**src/rtl/i2c_byte_cmd_seq.sv**
```systemverilog
// I2C byte command sequencer: expands register-block byte requests
// into START / data / ACK / STOP bit commands for the bit engine.
module i2c_byte_cmd_seq #(
  parameter int DATA_WIDTH = 8
) (
  input  logic                  clk_i,
  input  logic                  rst_n_i,
  input  logic                  ena_i,
  input  logic                  start_i,
  input  logic                  stop_i,
  input  logic                  read_i,
  input  logic                  write_i,
  input  logic                  ack_i,
  input  logic [DATA_WIDTH-1:0] dat_i,
  output logic                  cmd_ack_o,
  output logic                  ack_o,
  output logic [DATA_WIDTH-1:0] dat_o,
  output logic                  i2c_al_o,
  output logic [3:0]            bit_cmd_o,
  output logic                  bit_txd_o,
  input  logic                  bit_ack_i,
  input  logic                  bit_rxd_i,
  input  logic                  bit_al_i
);

  localparam logic [3:0] CMD_NOP   = 4'b0000;
  localparam logic [3:0] CMD_START = 4'b0001;
  localparam logic [3:0] CMD_STOP  = 4'b0010;
  localparam logic [3:0] CMD_WRITE = 4'b0100;
  localparam logic [3:0] CMD_READ  = 4'b1000;

  typedef enum logic [2:0] {
    ST_IDLE,
    ST_START,
    ST_WRITE,
    ST_READ,
    ST_ACK,
    ST_STOP
  } state_t;

  state_t                state_q, state_n;
  logic [3:0]            cmd_n;
  logic                  txd_n;
  logic                  done_n;
  logic                  ack_n;
  logic [DATA_WIDTH-1:0] dat_n;
  logic [DATA_WIDTH-1:0] shift;
  logic [2:0]            cnt_q, cnt_n;
  logic                  rd_q, rd_n;
  logic                  req;

  assign i2c_al_o = bit_al_i;
  assign shift    = {dat_o[DATA_WIDTH-2:0], bit_rxd_i};
  assign req      = start_i | stop_i | read_i | write_i;

  always_comb begin
    state_n = state_q;
    cmd_n   = bit_cmd_o;
    txd_n   = bit_txd_o;
    done_n  = 1'b0;
    ack_n   = ack_o;
    dat_n   = dat_o;
    cnt_n   = cnt_q;
    rd_n    = rd_q;
    // Arbitration loss or disable drops the byte silently.
    if (bit_al_i || !ena_i) begin
      state_n = ST_IDLE;
      cmd_n   = CMD_NOP;
      txd_n   = 1'b0;
      cnt_n   = 3'd0;
    end else begin
      unique case (state_q)
        ST_IDLE: begin
          if (req && !cmd_ack_o) begin
            dat_n = dat_i;
            cnt_n = 3'd7;
            rd_n  = read_i;
            txd_n = 1'b0;
            priority case (1'b1)
              start_i: begin
                state_n = ST_START;
                cmd_n   = CMD_START;
              end
              read_i: begin
                state_n = ST_READ;
                cmd_n   = CMD_READ;
              end
              write_i: begin
                state_n = ST_WRITE;
                cmd_n   = CMD_WRITE;
                txd_n   = dat_i[DATA_WIDTH-1];
              end
              default: begin
                state_n = ST_STOP;
                cmd_n   = CMD_STOP;
              end
            endcase
          end
        end
        ST_START: begin
          if (bit_ack_i) begin
            if (rd_q) begin
              state_n = ST_READ;
              cmd_n   = CMD_READ;
              txd_n   = 1'b0;
            end else begin
              state_n = ST_WRITE;
              cmd_n   = CMD_WRITE;
              txd_n   = dat_o[DATA_WIDTH-1];
            end
          end
        end
        ST_WRITE, ST_READ: begin
          if (bit_ack_i) begin
            dat_n = shift;
            if (cnt_q == 3'd0) begin
              state_n = ST_ACK;
              cmd_n   = rd_q ? CMD_WRITE : CMD_READ;
              txd_n   = rd_q ? ack_i : 1'b0;
            end else begin
              cnt_n = cnt_q - 3'd1;
              txd_n = rd_q ? 1'b0 : shift[DATA_WIDTH-1];
            end
          end
        end
        ST_ACK: begin
          if (bit_ack_i) begin
            ack_n = bit_rxd_i;
            txd_n = 1'b0;
            if (stop_i) begin
              state_n = ST_STOP;
              cmd_n   = CMD_STOP;
            end else begin
              state_n = ST_IDLE;
              cmd_n   = CMD_NOP;
              done_n  = 1'b1;
            end
          end
        end
        ST_STOP: begin
          if (bit_ack_i) begin
            state_n = ST_IDLE;
            cmd_n   = CMD_NOP;
            txd_n   = 1'b0;
            done_n  = 1'b1;
          end
        end
        default: begin
          state_n = ST_IDLE;
          cmd_n   = CMD_NOP;
          txd_n   = 1'b0;
        end
      endcase
    end
  end

  always_ff @(posedge clk_i) begin
    if (!rst_n_i) begin
      state_q   <= ST_IDLE;
      bit_cmd_o <= CMD_NOP;
      bit_txd_o <= 1'b0;
      cmd_ack_o <= 1'b0;
      ack_o     <= 1'b0;
      dat_o     <= '0;
      cnt_q     <= 3'd0;
      rd_q      <= 1'b0;
    end else begin
      state_q   <= state_n;
      bit_cmd_o <= cmd_n;
      bit_txd_o <= txd_n;
      cmd_ack_o <= done_n;
      ack_o     <= ack_n;
      dat_o     <= dat_n;
      cnt_q     <= cnt_n;
      rd_q      <= rd_n;
    end
  end

endmodule

```
**config.mk**
```make
export PLATFORM = sky130hd
export DESIGN_NAME = i2c_byte_cmd_seq
export DESIGN_NICKNAME = d
export VERILOG_FILES = /design/src/rtl/i2c_byte_cmd_seq.sv
export SDC_FILE = /design/constraint.sdc
export NUM_CORES = 1
export LEC_CHECK = 0
export CORE_ASPECT_RATIO = 0.7
export CORE_MARGIN = 1
export CORE_UTILIZATION = 48
export CTS_CLUSTER_DIAMETER = 40
export DETAILED_ROUTE_END_ITERATION = 8
export GPL_TIMING_DRIVEN = 0
export PLACE_DENSITY = 0.82
export SYNTH_ARGS = -nofsm -noshare
export SYNTH_HDL_FRONTEND = slang
export SYNTH_SLANG_ARGS = --single-unit
```
**constraint.sdc**
```tcl
create_clock -name clk_i -period 1.9 [get_ports clk_i]
set_input_delay 0.285 -clock clk_i [delete_from_list [all_inputs] [get_ports clk_i]]
set_output_delay 0.285 -clock clk_i [all_outputs]
set_load 0.02 [all_outputs]
```
==> summary.md <==
| Metric | Value |
|---|---|
| Status | `complete, no violations` |
| Row count | `15` |
| Hold WS | `0.448 ns` |
| Final setup violation count | `0` |
| CP arrival | `1.57 ns` |
| Worst reg2reg path startpoint | `cnt_q[0]$_SDFFE_PP0P_` |
| Worst R2R End | `bit_txd_o$_SDFFE_PP0P_` |
| Most common cell after layout, fill and taps aside | `clkdlybuf4s50_1` |
| Final WL | `4030 µm` |
| GRT met2 Usage | `39.8%` |
| Total global routing overflow | `0` |
| Max incr delay on CP | `0.60 ns` |
| # port buffers | `32` |
| Sink Count | `22` |
| Finished Layout Cells | `230` |
| Total negative slack | `0 ns` |
| Flop-to-flop setup slack | `0.07 ns` |
| Max VDD drop | `449 µV` |
| Worst Setup End Kind | `output pin` |
| Final period util | `97.4%` |
| Most common cell type on the critical path | `clkdlybuf4s50_1` |
| Die width | `66.3 µm` |
| DPL Wire Length | `2930 µm` |
| Power Density | `582 nW/µm²` |
| Int Pwr | `0.756 mW` |
| GRT Max-Usage Layer | `met2` |
| CP Class | `primary input to output pin` |
| CTS clk-pin slew, worst paths | `0.08 ns` |
| Root buffer cell | `clkbuf_8` |
| Routability Congestion | `1.03` |
| Clock Skew | `0.00305 ns` |
| Seq/Total Area, Yosys | `31.7%` |
| Slew @ Worst Pin | `0.548 ns` |
| Post-DRT Antenna Nets | `0` |
| Number of global-route vias before repair | `1246` |
| Post-route setup slack | `0.0487 ns` |
| Number of antenna violations at the first check in global routing | `0` |
| Layout Nets | `219` |
| CP required | `1.62 ns` |
| Maxcap violations | `0` |
| Hold endpoint | `bit_cmd_o[0]$_SDFFE_PP0P_` |
| Ys flop type | `dfxtp_1` |
| Unrepaired setup endpoints after global routing | `false` |
| Routed vias/inst | `6.18` |
| Synthesis-to-finish area growth | `32.7%` |
| Tot GR Track Use | `26.9%` |
| Area after DPL | `1750 µm²` |
| Hold Path Class | `primary input to register` |
| DRT iter0 DRCs | `59` |
| Worst path slowest cell | `clkdlybuf4s50_1` |
| Most frequent cells in the layout | `30 x clkdlybuf4s50_1, 22 x dfxtp_1, 13 x mux2i_1` |
| Core area | `2590 µm²` |
| Post-synth top area cell | `dfxtp_1` |
| Startpoint types | `primary input` |
| Global-route met3 utilization | `8.98%` |
| Drc violations | `0` |
| First-pass GRT wire length | `6070 µm` |
| Latest clock arrival within the worst-skew pair | `0.26 ns` |
| Syn avg cell area | `8.78 µm²` |
| Cells on Worst Hold Path | `3` |
| First drt pass iteration count | `5` |
| # diodes | `0` |
| Boundary pin count | `35` |
| R2R cell count | `7` |
| Critical Path, Cell by Cell | `clkdlybuf4s50_1, buf_4, clkdlybuf4s50_1` |
| DP Worst Slack | `-0.340 ns` |
| Synth Warn # | `0` |
| Starting density of the core | `53.6%` |
| Max Slew Vio Count | `0` |
| Placed Cells | `224` |
| Final Hold Vio Count | `0` |
| TritonCTS clock tree | `yes` |
| Die area | `3110 µm²` |
| Netlist cell types | `47` |
| Final cell utilization of the core | `71.1%` |
| Min Tclk post-route | `1.85 ns` |
| Wire per inst | `17.5 µm` |
| Vias post-DR | `1421` |
| Psw | `0.316 mW` |
| Post-synth design cell area | `1390 µm²` |
| Met1 GRT Util | `39.3%` |
| Hold Startpoint | `start_i` |
| Design Area, Final | `1840 µm²` |
| Relative slew slack | `63.5%` |
| Yosys reg bits | `22` |
| Largest net degree at the start of global routing | `12` |
| LEAKAGE | `0.667 nW` |
| Share of cells above drive strength 1 | `15.3%` |
| Total chip power | `1.07 mW` |
| Clk pwr share | `26.8%` |
| Syn Inst Count | `158` |
| FFs w/ async S/R, synth | `0%` |
| Clk buf depth | `2` |
| H-Tree Depth | `1` |
| EDFF count, synth | `0` |
| Logic pwr share | `26.6%` |
| CP Max Fanout | `4` |
| Sw Ratio | `29.5%` |
| Fmax | `540 MHz` |
| Flop pwr share | `46.6%` |
| Die height | `47.0 µm` |
| Post-Syn Nets | `179` |
| TritonCTS buffer count | `3` |
| Synth area leaders | `dfxtp_1 32%, mux2i_1 9.4%, a311oi_1 5.0%` |
| Post-synth top area share | `31.7%` |
-- layout make-up --
class | instances | area [µm²]
Sequential cell | 22 | 440
Fill cell | 211 | 748
Timing Repair Buffer | 35 | 348
Buffer | 15 | 100
Multi-Input combinational cell | 113 | 840
Inverter | 8 | 30.0
Clock buffer | 3 | 41.3
Tap cell | 34 | 42.5
-- per-layer routing --
| layer | part of all wire [%] | vias to the layer above |
|---|---|---|
| li1 | - | 674 |
| met3 | 10 | 2 |
| met1 | 48 | 668 |
| met2 | 41 | 77 |
| met5 | 0 | - |
| met4 | 0.35 | 0 |
-- how the worst max path moves through the flow --
stage	from	endpoint	slack, ns	cells after the start
finish	bit_al_i	i2c_al_o	0.05	3
global route	cnt_q[0]$_SDFFE_PP0P_	bit_txd_o$_SDFFE_PP0P_	0.03	7
CTS	cnt_q[0]$_SDFFE_PP0P_	bit_txd_o$_SDFFE_PP0P_	0.04	7
detailed placement	bit_ack_i	bit_cmd_o[3]$_SDFFE_PP0P_	-0.34	6
global placement	write_i	bit_txd_o$_SDFFE_PP0P_	-0.40	5
floorplan	state_q[0]$_SDFFE_PP0P_	dat_o[4]$_SDFFE_PN0P_	0.27	7
-- cells by family (layout without fill, tap and decap cells) --
logic type,Yosys count,in the layout,synth area share (%)
flip-flops,22,22,31.7
AND/OR/NAND/NOR,48,48,19.5
multiplexers,13,13,9.38
AO/OA/AOI/OAI,50,50,28.5
adder cells (fa/ha/maj),2,2,1.80
buffers and inverters,23,61,9.11
-- critical path, delay by kind of cell --
kind,cells,cell delay (ns)
buffers and inverters,3,1.28
-- sequential cells by signal, indices dropped and copies added, names as in the netlist --
signal,flops
ack_o,1
state_q,3
bit_cmd_o,4
bit_txd_o,1
rd_q,1
cnt_q,3
dat_o,8
cmd_ack_o,1
-- repair_timing --
| action | CTS | global route |
|---|---|---|
| hold buffers | 0 | 0 |
| endpoints found under the setup margin | 6 | 8 |
| resized for setup | 3 | 8 |
| gates cloned | 0 | 0 |
| pin swaps | 0 | 2 |
| buffers inserted | 0 | 3 |
-- power by group through the flow --
stage / logic, mW / registers [mW] / clock network [mW]
after detailed placement: 0.271 / 0.509 / 0
after global routing: 0.304 / 0.501 / 0.312
final: 0.285 / 0.500 / 0.288
after CTS: 0.274 / 0.499 / 0.292
after floorplan: 0.147 / 0.524 / 0
after global placement: 0.265 / 0.508 / 0
-- Yosys cell counts, types with 2 or more instances --
| master | number |
|---|---|
| nor2_1 | 13 |
| inv_1 | 8 |
| o21ai_0 | 6 |
| a41oi_1 | 3 |
| a311oi_2 | 2 |
| and2_1 | 3 |
| a2111oi_0 | 2 |
| a31o_2 | 2 |
| o31ai_1 | 2 |
| ha_1 | 2 |
| o32ai_1 | 2 |
| a31oi_1 | 2 |
| mux2i_1 | 13 |
| nand2_1 | 11 |
| o211ai_1 | 3 |
| buf_2 | 2 |
| nor3_1 | 2 |
| a21oi_1 | 8 |
| a311oi_1 | 8 |
| dfxtp_1 | 22 |
| clkbuf_1 | 6 |
| buf_6 | 3 |
| nor4_1 | 2 |
| o21a_1 | 4 |
| nand3_1 | 4 |
| nor3b_1 | 2 |
Note: power is estimated with default switching activity, not from simulation.
